===== src/rtl/fetch_mem_arbiter.sv =====
// ============================================================================
// Module   : fetch_mem_arbiter
// Purpose  : Round-robin arbiter sharing one memory port between icache fills
//            and dcache loads/stores, with tag-indexed response routing.
// Revision : 1.0
// ============================================================================
`default_nettype none

module fetch_mem_arbiter #(
    parameter int TAG_W     = 4,
    parameter int MAX_OUT_I = 4,
    parameter int MAX_OUT_D = 8
) (
    input  logic             clock,
    input  logic             reset,
    input  logic             ic_req_i,
    input  logic [31:0]      ic_addr_i,
    output logic             ic_ack_o,
    output logic             ic_resp_valid_o,
    output logic [63:0]      ic_resp_data_o,
    output logic [31:0]      ic_resp_addr_o,
    input  logic             ic_flush_i,
    input  logic             dc_req_i,
    input  logic [1:0]       dc_cmd_i,
    input  logic [31:0]      dc_addr_i,
    input  logic [63:0]      dc_wdata_i,
    output logic             dc_ack_o,
    output logic             dc_resp_valid_o,
    output logic [63:0]      dc_resp_data_o,
    output logic [TAG_W-1:0] dc_resp_tag_o,
    output logic [1:0]       proc2mem_command_o,
    output logic [31:0]      proc2mem_addr_o,
    output logic [63:0]      proc2mem_data_o,
    input  logic [TAG_W-1:0] mem2proc_transaction_tag_i,
    input  logic [63:0]      mem2proc_data_i,
    input  logic [TAG_W-1:0] mem2proc_data_tag_i,
    output logic             err_o
);

    localparam int         c_NUM_TAGS  = 1 << TAG_W;
    localparam int         c_CI_W      = $clog2(MAX_OUT_I + 1);
    localparam int         c_CD_W      = $clog2(MAX_OUT_D + 1);
    localparam logic [1:0] c_MEM_NONE  = 2'd0;
    localparam logic [1:0] c_MEM_LOAD  = 2'd1;
    localparam logic [1:0] c_MEM_STORE = 2'd2;
    localparam logic       c_OWN_I     = 1'b0;
    localparam logic       c_OWN_D     = 1'b1;

    logic [c_NUM_TAGS-1:0] r_valid;
    logic [c_NUM_TAGS-1:0] r_owner;
    logic [c_NUM_TAGS-1:0] r_drop;
    logic [31:0]           r_addr [c_NUM_TAGS];
    logic [c_CI_W-1:0]     r_cnt_i;
    logic [c_CD_W-1:0]     r_cnt_d;
    logic                  r_rr_ptr;
    logic                  r_post_reset;

    logic [TAG_W:0] w_free_cnt;
    logic           w_ic_elig, w_dc_elig, w_grant_i, w_grant_d;
    logic           w_accept, w_acc_load, w_inc_i, w_inc_d;
    logic           w_rsp_any, w_rsp_hit, w_rsp_own, w_rsp_drop, w_dec_i, w_dec_d;
    logic           w_err_next;

    // Tag 0 is reserved as "no tag", so only entries 1..N-1 are allocatable.
    always_comb begin
        w_free_cnt = '0;
        for (int t = 1; t < c_NUM_TAGS; t++) begin
            w_free_cnt = w_free_cnt + {{TAG_W{1'b0}}, ~r_valid[t]};
        end
    end

    assign w_ic_elig = !reset && ic_req_i && !ic_flush_i && (w_free_cnt != '0)
                       && (r_cnt_i < c_CI_W'(MAX_OUT_I));
    assign w_dc_elig = !reset && dc_req_i && (w_free_cnt != '0)
                       && ((dc_cmd_i == c_MEM_STORE) || (r_cnt_d < c_CD_W'(MAX_OUT_D)));
    assign w_grant_i = w_ic_elig && (!w_dc_elig || (r_rr_ptr == c_OWN_I));
    assign w_grant_d = w_dc_elig && !w_grant_i;

    always_comb begin
        proc2mem_command_o = c_MEM_NONE;
        proc2mem_addr_o    = '0;
        proc2mem_data_o    = '0;
        if (w_grant_i) begin
            proc2mem_command_o = c_MEM_LOAD;
            proc2mem_addr_o    = ic_addr_i;
        end else if (w_grant_d) begin
            proc2mem_command_o = dc_cmd_i;
            proc2mem_addr_o    = dc_addr_i;
            proc2mem_data_o    = dc_wdata_i;
        end
    end

    assign w_accept   = (w_grant_i || w_grant_d) && (mem2proc_transaction_tag_i != '0);
    assign ic_ack_o   = w_grant_i && w_accept;
    assign dc_ack_o   = w_grant_d && w_accept;
    assign w_acc_load = w_accept && (w_grant_i || (dc_cmd_i != c_MEM_STORE));
    assign w_inc_i    = w_acc_load && w_grant_i;
    assign w_inc_d    = w_acc_load && w_grant_d;

    // A fill returning in the flush cycle belongs to the squashed path too.
    assign w_rsp_any  = (mem2proc_data_tag_i != '0);
    assign w_rsp_hit  = w_rsp_any && r_valid[mem2proc_data_tag_i];
    assign w_rsp_own  = r_owner[mem2proc_data_tag_i];
    assign w_rsp_drop = r_drop[mem2proc_data_tag_i] || ((w_rsp_own == c_OWN_I) && ic_flush_i);
    assign w_dec_i    = w_rsp_hit && (w_rsp_own == c_OWN_I);
    assign w_dec_d    = w_rsp_hit && (w_rsp_own == c_OWN_D);

    assign w_err_next = (w_acc_load && r_valid[mem2proc_transaction_tag_i]
                         && !(w_rsp_hit && (mem2proc_data_tag_i == mem2proc_transaction_tag_i)))
                      || (w_rsp_any && !r_valid[mem2proc_data_tag_i] && !r_post_reset)
                      || (w_dec_i && (r_cnt_i == '0))
                      || (w_dec_d && (r_cnt_d == '0));

    always_ff @(posedge clock) begin
        if (reset) begin
            r_valid         <= '0;
            r_owner         <= '0;
            r_drop          <= '0;
            for (int t = 0; t < c_NUM_TAGS; t++) r_addr[t] <= '0;
            r_cnt_i         <= '0;
            r_cnt_d         <= '0;
            r_rr_ptr        <= c_OWN_I;
            r_post_reset    <= 1'b1;
            err_o           <= 1'b0;
            ic_resp_valid_o <= 1'b0;
            ic_resp_data_o  <= '0;
            ic_resp_addr_o  <= '0;
            dc_resp_valid_o <= 1'b0;
            dc_resp_data_o  <= '0;
            dc_resp_tag_o   <= '0;
        end else begin
            if (!w_rsp_any) r_post_reset <= 1'b0;
            if (w_err_next) err_o <= 1'b1;
            if (w_accept)   r_rr_ptr <= w_grant_i ? c_OWN_D : c_OWN_I;

            for (int t = 0; t < c_NUM_TAGS; t++) begin
                if (ic_flush_i && r_valid[t] && (r_owner[t] == c_OWN_I)) r_drop[t] <= 1'b1;
            end
            // Free first so a same-cycle accept on the same tag re-allocates it.
            if (w_rsp_hit) r_valid[mem2proc_data_tag_i] <= 1'b0;
            if (w_acc_load) begin
                r_valid[mem2proc_transaction_tag_i] <= 1'b1;
                r_owner[mem2proc_transaction_tag_i] <= w_grant_i ? c_OWN_I : c_OWN_D;
                r_drop[mem2proc_transaction_tag_i]  <= 1'b0;
                r_addr[mem2proc_transaction_tag_i]  <= proc2mem_addr_o;
            end

            case ({w_inc_i, w_dec_i})
                2'b10:   r_cnt_i <= r_cnt_i + c_CI_W'(1);
                2'b01:   if (r_cnt_i != '0) r_cnt_i <= r_cnt_i - c_CI_W'(1);
                default: ;
            endcase
            case ({w_inc_d, w_dec_d})
                2'b10:   r_cnt_d <= r_cnt_d + c_CD_W'(1);
                2'b01:   if (r_cnt_d != '0) r_cnt_d <= r_cnt_d - c_CD_W'(1);
                default: ;
            endcase

            ic_resp_valid_o <= w_dec_i && !w_rsp_drop;
            dc_resp_valid_o <= w_dec_d && !w_rsp_drop;
            if (w_dec_i && !w_rsp_drop) begin
                ic_resp_data_o <= mem2proc_data_i;
                ic_resp_addr_o <= r_addr[mem2proc_data_tag_i];
            end
            if (w_dec_d && !w_rsp_drop) begin
                dc_resp_data_o <= mem2proc_data_i;
                dc_resp_tag_o  <= mem2proc_data_tag_i;
            end
        end
    end

endmodule

`default_nettype wire


===== config.mk =====
export PLATFORM = sky130hd
export DESIGN_NAME = fetch_mem_arbiter
export DESIGN_NICKNAME = d
export VERILOG_FILES = /design/src/rtl/fetch_mem_arbiter.sv
export SDC_FILE = /design/constraint.sdc
export NUM_CORES = 1
export LEC_CHECK = 0
export CAP_MARGIN = 20
export CORE_MARGIN = 10
export CORE_UTILIZATION = 50
export DETAILED_ROUTE_END_ITERATION = 6
export MAX_ROUTING_LAYER = met4
export PLACE_DENSITY = 0.81
export SYNTH_ARGS = -nofsm -noshare
export SYNTH_HDL_FRONTEND = slang
export SYNTH_SLANG_ARGS = --single-unit

===== constraint.sdc =====
create_clock -name clock -period 17.9 [get_ports clock]
set_clock_uncertainty 0.15 [all_clocks]
set_input_delay 3.58 -clock clock [delete_from_list [all_inputs] [get_ports clock]]
set_output_delay 3.58 -clock clock [all_outputs]
set_load 0.01 [all_outputs]

== Yosys cells after proc, flatten, opt, wreduce, memory -nomap -nowiden ==
Memory sizes are Yosys's and may differ from the RTL's. A register that Yosys moved wholly into a read port is not among the register bits.
Cells that the tools add are included.

* Equality and inequality tests: 9
* Shifts and indexed selects: 0
* Reductions and logical operators: 90
* Muxes and demuxes: 69
* $add $sub $neg: 18
* $mul: 0
* Order comparisons: 6
* Bitwise gates (word level): 38
* Divide/modulo/power cells: 0

{| class="wikitable"
|+ Operators by type and width
! kind !! number
|-
| two-way mux 64 bit || 2
|-
| two-way mux 32 bit || 3
|-
| two-way mux 16 bit || 4
|-
| logical AND 1 bit || 62
|-
| adder 5 x 1 -> 5 bit || 10
|-
| two-way mux 1 bit || 46
|-
| NOT 1 bit || 33
|-
| bitwise AND 16 bit || 2
|-
| NOT 16 bit || 2
|-
| OR reduction 32 bit || 1
|-
| binary-select mux 1 bit (select 4 bit) || 4
|-
| bitwise mux 16 bit || 1
|-
| OR 16 bit || 1
|-
| nonzero test 4 bit || 3
|-
| less-than comparator 4 x 5 -> 1 bit (second input constant) || 2
|-
| demux 1 bit (select 4 bit) || 2
|-
| >= comparator 4 x 1 -> 1 bit (second input constant) || 2
|-
| zero test 1 bit || 8
|-
| logical OR 1 bit || 8
|-
| two-way mux 4 bit || 2
|-
| one-hot mux 4 bit (2 select lines) || 1
|-
| equality test 2 bit (second input constant) || 3
|-
| inequality test 2 bit (second input constant) || 3
|-
| one-hot mux 3 bit (2 select lines) || 1
|-
| 20 further kinds || 24
|}

* Memories: 1
* Bits in registers: 192
* Output and inout port bits: 267
* Memory bits (writable): 512
* Latch bits: 0
* Bits in read-only memories: 0

{| class="wikitable"
|+ Memories
! name !! words !! width !! read ports !! clocked after memory_dff !! write ports !! line !! source
|-
| r_addr || 16 || 32 || 1 || 1 || 16 || 52 || <nowiki>logic [31:0] r_addr [c_NUM_TAGS];</nowiki>
|}

== Depth between registers and ports, before layout ==
Gate-level depths: netlist of run 1.

* Depth in word-level cells: 31
* Gate-level depth with buffers: 20

== Worst setup path after synthesis of run 1 ==
OpenSTA, ideal clock, no wires.

* Kind: input-to-output
* Start point: input ic_flush_i
* End point: output proc2mem_addr_o[10]
* Buffers on the path: 4
* Setup slack: 8.438 ns
* Data arrival time: 5.732 ns
* Stages: 8
* Data required time: 14.170 ns
* Cell sequence: buf_2 or4b_2 o211a_1 clkbuf_1 clkbuf_1 a22oi_1 buf_2 inv_1

* Longest elaborated chain between the ends: 9

{| class="wikitable"
|+ RTL lines
! item !! line !! source
|-
| from (decl) || 22 || <nowiki>input logic ic_flush_i,</nowiki>
|-
| zero test 1 bit * || 72 || <nowiki>assign w_ic_elig = !reset && ic_req_i && !ic_flush_i && (w_free_cnt != '0)</nowiki>
|-
| logical AND 1 bit * (2 in series) || 72 ||
|-
| logical AND 1 bit * || 73 || <nowiki>&& (r_cnt_i < c_CI_W'(MAX_OUT_I));</nowiki>
|-
| logical AND 1 bit * || 76 || <nowiki>assign w_grant_i = w_ic_elig && (!w_dc_elig || (r_rr_ptr == c_OWN_I));</nowiki>
|-
| zero test 1 bit || 77 || <nowiki>assign w_grant_d = w_dc_elig && !w_grant_i;</nowiki>
|-
| logical AND 1 bit || 77 ||
|-
| two-way mux 32 bit || 86 || <nowiki>end else if (w_grant_d) begin</nowiki>
|-
| two-way mux 32 bit * || 83 || <nowiki>if (w_grant_i) begin</nowiki>
|-
| to (decl) || 32 || <nowiki>output logic [31:0] proc2mem_addr_o,</nowiki>
|}

Every way passes the cells marked *; elsewhere a longest branch is shown, timed or not.

== Worst setup path after layout of run 1 ==
* Start point: input ic_flush_i
* End point: output proc2mem_addr_o[29]

Same word-level chain as after synthesis.

==> results of run 1 <==
==> per-layer routing <==
| layer | vias up | global-route usage | wire length [µm] |
|---|---|---|---|
| met3 | 307 | 0.0725 | 11700 |
| met1 | 11000 | 0.328 | 35800 |
| met4 | 0 | 0.129 | 4860 |
| met5 | - | - | 0 |
| li1 | 9567 | - | - |
| met2 | 1600 | 0.453 | 49600 |
==> layout by cell type, fill, tap and decap left out, types with 7 or more instances in the layout <==
cell type        instances
edfxtp_1               512
buf_4                   57
clkinv_1                 8
a22oi_1                 32
mux4_2                 177
dfxtp_1                224
clkbuf_16               78
fa_1                    11
clkinvlp_4               7
clkbuf_1                12
a21oi_1                103
clkdlybuf4s50_1        468
conb_1                  32
mux2i_1                 72
and2_1                  70
nand3_1                 16
a31oi_1                 17
o2111ai_4               15
inv_1                   67
nor2_1                 581
nor2b_1                  9
clkinv_2                16
xnor2_1                  7
diode_2                 15
nand2_1                234
nand2b_1                 7
o21ai_0                 17
o211ai_1                10
==> synthesized netlist by cell type (3+ instances only) <==
master and instances:
nor2_1 581, edfxtp_1 512, nand2_1 234, dfxtp_1 224
mux4_2 177, clkbuf_1 142, a21oi_1 103, mux2i_1 72
and2_1 70, inv_1 67, buf_2 48, a22oi_1 32
a31oi_1 17, o2111ai_1 17, o21ai_0 17, nand3_1 16
fa_1 11, o211ai_1 10, nor2b_1 9, buf_1 7
nand2b_1 7, xnor2_1 7, buf_6 6, o311ai_0 6
mux2_2 4, nand3b_1 4, a21o_1 3, buf_4 3
ha_1 3, o2bb2ai_1 3
==> report_power, final <==
part	switching (µW)	internal [µW]	total (µW)
Sequential	23.3	1880	1900
Combinational	208	165	373
Clock	671	904	1570
Total	902	2950	3850
==> through the flow <==
step	cell area, µm²	worst slack (ns)	cells
2_1_floorplan	31400	8.44	2475
3_3_place_gp	37000	6.50	3631
3_5_place_dp	37000	6.40	3631
4_1_cts	39500	6.33	3771
5_1_grt	39600	6.23	3791
6_report	39600	6.48	3791
==> worst reg2reg max path, stage by stage, from the launching register on <==
cell	delay [ns]
dfxtp_1	0.40
inv_1	0.09
fa_1	0.55
inv_1	0.06
fa_1	0.49
fa_1	0.43
fa_1	0.49
inv_1	0.05
fa_1	0.38
inv_1	0.10
fa_1	0.41
and2_1	0.20
nand2_1	0.08
buf_4	0.38
o2111ai_4	0.17
buf_4	0.40
nand2_1	0.75
buf_4	0.57
==> cell type report <==
cell class                      instances  area (µm²)  share of cell area
Tap cell                              837        1050              0.0264
Timing Repair Buffer                  530        5180               0.131
Multi-Input combinational cell       1466       10700               0.271
Clock inverter                         47         445              0.0112
Sequential cell                       736       19900               0.501
Antenna cell                           15        37.5            0.000948
Inverter                               67         251             0.00635
Clock buffer                           93        2040              0.0515
==> kinds of logic (layout without fill, tap and decap cells) <==
| logic type | after synthesis | in the layout |
|---|---|---|
| fa+ha+maj | 14 | 14 |
| other cells | 1 | 47 |
| buf+inv | 273 | 737 |
| xor+xnor | 7 | 7 |
| simple gates | 938 | 938 |
| mux | 253 | 253 |
| flops | 736 | 736 |
| compound gates | 222 | 222 |
==> registers in the layout, summed over array words and instances (netlist names) <==
| signal | count |
|---|---|
| r_rr_ptr | 1 |
| ic_resp_data_o | 64 |
| ic_resp_valid_o | 1 |
| r_valid | 16 |
| r_post_reset | 1 |
| dc_resp_tag_o | 4 |
| ic_resp_addr_o | 32 |
| r_owner | 16 |
| dc_resp_data_o | 64 |
| err_o | 1 |
| r_drop | 16 |
| dc_resp_valid_o | 1 |
| r_cnt_d | 4 |
| r_cnt_i | 3 |
| r_addr | 512 |
==> how the worst max path moves through the flow <==
stage | startpoint | endpoint | slack (ns) | cells after the start
6_report | ic_flush_i | proc2mem_addr_o[29] | 6.48 | 7
3_5_place_dp | ic_flush_i | proc2mem_addr_o[14] | 6.40 | 6
4_1_cts | ic_flush_i | proc2mem_addr_o[22] | 6.33 | 6
5_1_grt | ic_flush_i | proc2mem_addr_o[14] | 6.23 | 7
3_3_place_gp | ic_flush_i | proc2mem_addr_o[22] | 6.50 | 6
2_1_floorplan | ic_flush_i | proc2mem_addr_o[10] | 8.44 | 8
==> impl_metrics.json, run 1 <==
{
  "outcome": "finished, final reports clean",
  "via_count": 22500,
  "post_cts_buffers": 0,
  "syn_area_um2": 31300,
  "crit_top_cell": "clkdlybuf4s50_1",
  "relSlewSlack": 0.102,
  "tns_ns": 0,
  "crit_chain": "clkdlybuf4s50_1 -> or4b_2 -> o211a_4 -> buf_16 -> a22oi_1 -> inv_1 -> clkdlybuf4s50_1",
  "antenna_found_initial": 21,
  "hold_violations": 0,
  "r2r_slack_ns": 11.38,
  "fillers": 4430,
  "cts_made_buffers": 76,
  "synthCells": 2444,
  "synth_ff_type": "edfxtp_1",
  "setup_viol": 0,
  "place_congestion": 0.887,
  "drcViolationCount": 0,
  "htree_levels": 3,
  "area_growth_pct": 26.4,
  "postCtsHoldBufs": 0,
  "critPathCaptureType": "output port",
  "grt.overflow.total": 0,
  "holdPathStages": 2,
  "synth_top_area_frac": 0.491,
  "min_period_ns": 11.42,
  "dieHeight_um": 270,
  "root_buffer": "clkbuf_16",
  "drv_slew": 0,
  "postCtsResizedCells": 0,
  "hold_path_class": "flop to flop",
  "dieArea_um2": 73100,
  "cp_top_family": "buffers and inverters",
  "dr.pass1.iters": 6,
  "drive_gt1_frac": 0.133,
  "syn_avg_cell_area_um2": 12.8,
  "worstMarginPinSlew_ns": 1.35,
  "grt_max_degree": 99,
  "antenna_left": 0,
  "total_power_uw": 3850,
  "crit_path_start_kind": "input pin",
  "period_share": 0.638,
  "synth_edf_count": 512,
  "clock_latency_ns": 0.64,
  "rr_worst_depth": 17,
  "numClockSinks": 736,
  "synth_compound_area_frac": 0.0448,
  "min_from": "r_owner[0]$_SDFFE_PP0P_",
  "synth_adder_area_share": 0.00823,
  "synth_top_family_by_area": "multiplexers",
  "cp_num_buf_inv": 4,
  "cp.required_ns": 14.17,
  "first_global_vias": 22900,
  "start_util": 0.507,
  "clk_path_buf_depth": 3,
  "synth_xor_area_frac": 0.00196,
  "ys_seq_area_frac": 0.634,
  "std_cell_rows": 91,
  "async_reset_ff_frac": 0,
  "cts.reportedPaths.clkPinSlew_ns": 0.06,
  "critPathSlowestCell": "a22oi_1",
  "leakagePower_uw": 0.0138,
  "io_buffer_count": 473,
  "cpPeakStageDelay_ns": 1.01,
  "hpwl_mm": 62.8,
  "ys_top_cells_by_area": "edfxtp_1 (49%), dfxtp_1 (14%), mux4_2 (13%)",
  "cts_tree": "built",
  "ys_ff_latch": 736,
  "grtUsageTotal": 0.281,
  "maxCapViolCount": 0,
  "ir_drop_v": 0.0000712,
  "critPathMaxFanout": 79,
  "yosysTopAreaCell": "edfxtp_1",
  "whs_endpoint": "r_owner[0]$_SDFFE_PP0P_",
  "max_freq_mhz": 87.5,
  "die_w_um": 270,
  "rsz0062_at_grt": "false",
  "pwr_density_cell_nw_per_um2": 97.2,
  "synth-simple-area-share": 0.123,
  "core_area_um2": 61800,
  "synth_cell_types": 56,
  "fin_util": 0.641,
  "cp.arrival_ns": 7.69,
  "r2r_start": "r_valid[1]$_SDFF_PP0_",
  "io_pins": 474,
  "yosysWarnings": 0,
  "drtIter0Drc": 3049,
  "viasPerCell": 5.92,
  "r2r_end": "r_addr[8][26]$_SDFFCE_PN0P_",
  "drt-wirelength-per-cell_um": 26.9,
  "wl_mm": 102,
  "grt_first_pass_wirelength_mm": 149,
  "synthMuxAreaShare": 0.152,
  "hold_slack_ns": 0.304,
  "worstSetupPathType": "input pin to output port",
  "finish.net_count": 3098
}
No activity file was read; power rests on OpenSTA's default activity.
==> inputs of run 2 (changes only) <==
Clock period 17.9 ns to 12 ns, I/O delays scaled along.
==> run 2 against run 1 <==
Compared with the run above: sequential power grew 49%; clock power up 58%; worst hold slack improved by 0.00081 ns; utilization is 0.26 points higher; sequential share of layout area down 0.21 points; cell count hardly changed; flip-flop and latch count stayed put; critical endpoint is now proc2mem_addr_o[10].
==> impl_metrics.json, run 2 (synthesized netlist as in run 1, its figures left out) <==
{
  "period_share": 0.809,
  "cts_made_buffers": 77,
  "clk_path_buf_depth": 3,
  "antenna_found_initial": 17,
  "drt-wirelength-per-cell_um": 27.8,
  "std_cell_rows": 91,
  "io_buffer_count": 473,
  "clock_latency_ns": 0.62,
  "core_area_um2": 61800,
  "viasPerCell": 6.00,
  "grt.overflow.total": 0,
  "leakagePower_uw": 0.0139,
  "crit_path_start_kind": "flop",
  "cts_tree": "built",
  "grtUsageMet2": 0.471,
  "drcViolationCount": 0,
  "postCtsHoldBufs": 0,
  "htree_levels": 3,
  "die_w_um": 270,
  "drv_slew": 0,
  "regMostFlops": "r_addr",
  "start_util": 0.507,
  "fin_util": 0.643,
  "hpwl_mm": 63.7,
  "use_met3": 0.0678,
  "dieHeight_um": 270,
  "pwr_density_cell_nw_per_um2": 148,
  "use_met1": 0.343,
  "worstSetupPathType": "flop to output port",
  "area_growth_pct": 27.0,
  "drive_gt1_frac": 0.134,
  "io_pins": 474,
  "post_cts_buffers": 0,
  "dr.pass1.iters": 6,
  "relSlewSlack": 0.0677,
  "rsz0062_at_grt": "false",
  "grt_first_pass_wirelength_mm": 153,
  "wl_mm": 105,
  "drtIter0Drc": 3264,
  "setup_viol": 0,
  "critPathCaptureType": "output port",
  "max_freq_mhz": 103,
  "outcome": "finished, final reports clean",
  "dpl-instance-area_um2": 37000,
  "fin_ws_ns": 2.30,
  "top_regs": "r_addr: 512 flops, dc_resp_data_o: 64 flops, ic_resp_data_o: 64 flops",
  "dieArea_um2": 73100,
  "top_usage_layer": "met2",
  "min_period_ns": 9.70,
  "first_global_vias": 23000,
  "critPathMaxFanout": 36,
  "antenna_left": 0,
  "place_congestion": 0.912,
  "hold_path_class": "flop to flop",
  "finish.net_count": 3100,
  "cp.arrival_ns": 7.15,
  "root_buffer": "clkbuf_16",
  "maxCapViolCount": 0,
  "post-route-cell-area_um2": 39800,
  "grtUsageTotal": 0.288,
  "hold_violations": 0,
  "numClockSinks": 736,
  "postCtsResizedCells": 0,
  "cp.required_ns": 9.45,
  "layout_commonest_cell": "nor2_1",
  "worstMarginPinSlew_ns": 1.40,
  "largest_reg_flops": 512,
  "grt_max_degree": 97,
  "via_count": 22800,
  "ir_drop_v": 0.000109,
  "dpl_worst_slack_ns": 2.59,
  "tns_ns": 0,
  "final_cell_mix": "nor2_1 (581), edfxtp_1 (512), clkdlybuf4s50_1 (468)",
  "fillers": 4351,
  "cts.reportedPaths.clkPinSlew_ns": 0.06
}
## run 2: changes by cell type in the layout (fill, tap and decap cells not counted), moves of 2 or more
cell / delta
clkbuf_8: +2
clkinvlp_2: -2
clkbuf_16: +2
diode_2: -4
bufinv_16: +4
inv_6: +2
clkbuf_1: -2
clkinv_1: +2
clkinvlp_4: -4
clkinv_8: -3
## run 2: per-layer routing
metal	part of all wire	wire, µm
met5	0	0
met4	0.037	3860
met3	0.12	12200
met2	0.50	52100
met1	0.35	37200
## run 2: worst max-delay path, cell delays in order (launching register included)
cell and delay (ns):
dfxtp_1 0.41, inv_1 0.09, fa_1 0.55, inv_1 0.05
fa_1 0.44, fa_1 0.51, fa_1 0.41, inv_1 0.08
fa_1 0.19, inv_1 0.06, fa_1 0.44, nor2b_1 0.16
a31o_2 0.25, a221oi_4 1.01, buf_4 0.58, a22oi_1 0.53
inv_1 0.16, clkdlybuf4s50_1 0.56
## run 2: report_power, final
part           total (µW)  switching [µW]  internal (µW)
sequential           2840            37.0           2800
combinational         564             315            248
clock                2480            1010           1470
total                5880            1360           4520
## run 2: cell type report
type	count	area (µm²)	area share
Sequential cell	736	19900	0.499
Multi-Input combinational cell	1466	10700	0.270
Timing Repair Buffer	531	5220	0.131
Clock buffer	95	2110	0.0530
Tap cell	837	1050	0.0263
Clock inverter	46	513	0.0129
Inverter	67	251	0.00632
Antenna cell	11	27.5	0.000692
## run 2: metrics by stage
stage | instances | power, µW | hold WS [ns]
2_1_floorplan | 2475 | 3170 | 0.277
3_3_place_gp | 3632 | 3420 | 0.288
3_5_place_dp | 3632 | 3440 | 0.297
4_1_cts | 3773 | 5890 | 0.305
5_1_grt | 3789 | 6030 | 0.321
6_report | 3789 | 5880 | 0.304
## run 2: final timing paths
kind,from,to,slack [ns],cells past startpoint
max,r_valid[1]$_SDFF_PP0_,proc2mem_addr_o[10],2.30,17
min,ic_resp_data_o[17]$_SDFFE_PP0P_,ic_resp_data_o[17]$_SDFFE_PP0P_,0.30,2
max reg2reg,r_valid[1]$_SDFF_PP0_,r_cnt_i[2]$_SDFFE_PP0P_,5.27,20
min reg2reg,ic_resp_data_o[17]$_SDFFE_PP0P_,ic_resp_data_o[17]$_SDFFE_PP0P_,0.30,2
==> inputs of run 3 (changes only) <==
Settings changed: CORE_UTILIZATION 50 to 49, PLACE_DENSITY 0.81 to 0.82.
Clock period 12 ns to 7.97 ns, I/O delays scaled along.
==> run 3 against run 2 <==
Compared with the run above: sequential power increased by 51%; clock power increased by 42%; sequential share of layout area decreased by 0.30 points; first-iteration DRC count increased by 4.7%; worst hold slack got worse by 0.00054 ns; critical path type unchanged; largest cell class unchanged.
==> impl_metrics.json, run 3 (synthesized netlist as in run 1, its figures left out) <==
{
  "outcome": "finished, final reports clean",
  "cpPeakStageDelay_ns": 0.58,
  "antenna_left": 0,
  "drcViolationCount": 0,
  "intPower_uw": 6610,
  "final_cells": 3836,
  "htree_levels": 3,
  "crit_top_cell": "fa_1",
  "fin_ws_ns": 0.210,
  "dpl_worst_slack_ns": 0.824,
  "grt_first_pass_wirelength_mm": 165,
  "cp.arrival_ns": 6.02,
  "hpwl_mm": 72.3,
  "fillers": 4338,
  "root_buffer": "clkbuf_16",
  "post-route-cell-area_um2": 40000,
  "clk_path_buf_depth": 3,
  "area_growth_pct": 27.7,
  "finish.net_count": 3143,
  "rr_worst_depth": 17,
  "whs_endpoint": "ic_resp_data_o[40]$_SDFFE_PP0P_",
  "grt_max_degree": 96,
  "drt-wirelength-per-cell_um": 30.3,
  "final_cell_mix": "nor2_1 (581), edfxtp_1 (512), clkdlybuf4s50_1 (468)",
  "worstMarginPinSlew_ns": 1.03,
  "antenna_found_initial": 8,
  "grtUsageTotal": 0.312,
  "seqPwrFrac": 0.492,
  "critPathMaxFanout": 24,
  "start_util": 0.496,
  "crit_path_start_kind": "flop",
  "cp_top_family": "adder cells",
  "max_freq_mhz": 129,
  "worstSetupPathType": "flop to output port",
  "dp_cells": 3680,
  "ir_drop_v": 0.000168,
  "layout_commonest_cell": "nor2_1",
  "cts_tree": "built",
  "largest_reg_flops": 512,
  "holdPathStages": 2,
  "drv_slew": 0,
  "dr.pass1.iters": 6,
  "drive_gt1_frac": 0.144,
  "postCtsHoldBufs": 0,
  "crit_chain": "inv_1 -> fa_1 -> inv_1 -> fa_1 -> fa_1 -> fa_1 -> inv_1 -> fa_1 -> inv_1 -> fa_1 -> nor2b_1 -> a31o_2 -> a221oi_4 -> clkbuf_16 -> a22oi_1 -> buf_4 -> inv_1 -> clkdlybuf4s50_1",
  "relSlewSlack": 0.314,
  "dpl-instance-area_um2": 37400,
  "swShare": 0.239,
  "cp.required_ns": 6.23,
  "cp_num_buf_inv": 8,
  "r2r_start": "r_valid[1]$_SDFF_PP0_",
  "comb_power_share": 0.103,
  "leakagePower_uw": 0.0140,
  "place_congestion": 0.993,
  "pwr_density_cell_nw_per_um2": 217,
  "die_w_um": 273,
  "setup_viol": 0,
  "cts_made_buffers": 75,
  "io_buffer_count": 473,
  "min_from": "ic_resp_data_o[40]$_SDFFE_PP0P_",
  "critPathSlowestCell": "clkdlybuf4s50_1",
  "pwr-share-clk": 0.404,
  "cts.reportedPaths.clkPinSlew_ns": 0.06,
  "viasPerCell": 6.15,
  "core_area_um2": 63200,
  "critPathCaptureType": "output port",
  "clock_latency_ns": 0.63,
  "dieHeight_um": 273,
  "std_cell_rows": 92,
  "hold_violations": 0,
  "drtIter0Drc": 3417,
  "first_global_vias": 23800,
  "dieArea_um2": 74400,
  "regMostFlops": "r_addr",
  "switchingPower_uw": 2080,
  "hold_path_class": "flop to flop",
  "period_share": 0.974,
  "numClockSinks": 736,
  "via_count": 23600,
  "wl_mm": 116,
  "grt.overflow.total": 0,
  "r2r_end": "r_addr[12][22]$_SDFFCE_PN0P_",
  "io_pins": 474,
  "top_regs": "r_addr: 512 flops, dc_resp_data_o: 64 flops, ic_resp_data_o: 64 flops",
  "r2r_slack_ns": 1.48,
  "maxCapViolCount": 0,
  "min_period_ns": 7.76
}
## run 3: worst reg2reg max path, cell delays in order, from the launching register on
cell       delay [ns]
dfxtp_1          0.40
inv_1            0.09
fa_1             0.53
inv_1            0.05
fa_1             0.51
fa_1             0.43
fa_1             0.49
inv_1            0.05
fa_1             0.40
inv_1            0.10
fa_1             0.40
and2_1           0.20
nand2_2          0.17
buf_4            0.41
o2111ai_4        0.16
buf_4            0.36
nand2_1          0.71
buf_4            0.53
## run 3: area by class of cell
class	count	area (µm²)	share of cell area
flip-flops and latches	736	19900	0.496
multi-input cells	1468	10800	0.269
repair buffers	574	5600	0.140
clock buffers	98	2050	0.0511
well taps	846	1060	0.0265
clock inverters	41	415	0.0104
inverters	67	251	0.00629
diodes	6	15.0	0.000375
## run 3: worst max-delay path by stage
stage,start,endpoint,depth (start not counted)
final,r_valid[1]$_SDFF_PP0_,proc2mem_addr_o[20],18
after global routing,r_valid[2]$_SDFF_PP0_,proc2mem_addr_o[20],18
after CTS,r_valid[1]$_SDFF_PP0_,proc2mem_addr_o[16],18
after detailed placement,r_valid[1]$_SDFF_PP0_,proc2mem_addr_o[20],17
after global placement,r_valid[1]$_SDFF_PP0_,proc2mem_addr_o[8],18
after floorplan,r_valid[1]$_SDFF_PP0_,dc_ack_o,18
## run 3: per-layer routing
layer  up-vias  wire length [µm]  track usage
met5         -                 0            -
met4         0              4730        0.121
met3       364             14000       0.0681
met2      2041             56000        0.494
met1     11500             41400        0.389
li1       9628                 -            -
## run 3: what timing repair did
action,4_1_cts,5_1_grt
buffers inserted,0,6
gates resized for setup,0,2
hold endpoints to repair,0,0
endpoints found under the setup margin,0,11
## run 3: power by group through the flow
stage,logic [µW],registers [µW],clock network (µW)
after global placement,855,4340,0
after floorplan,425,4340,0
after detailed placement,871,4350,0
after global routing,939,4280,3680
final,898,4280,3510
after CTS,881,4270,3530
## run 3: stage by stage
step	total power (µW)	setup TNS (ns)	utilization	hold WS [ns]
final	8690	0	0.633	0.304
after CTS	8690	0	0.631	0.303
after global placement	5190	0	0.591	0.285
after detailed placement	5220	0	0.592	0.295
after global routing	8910	-0.0186	0.633	0.317
after floorplan	4770	0	-	0.277
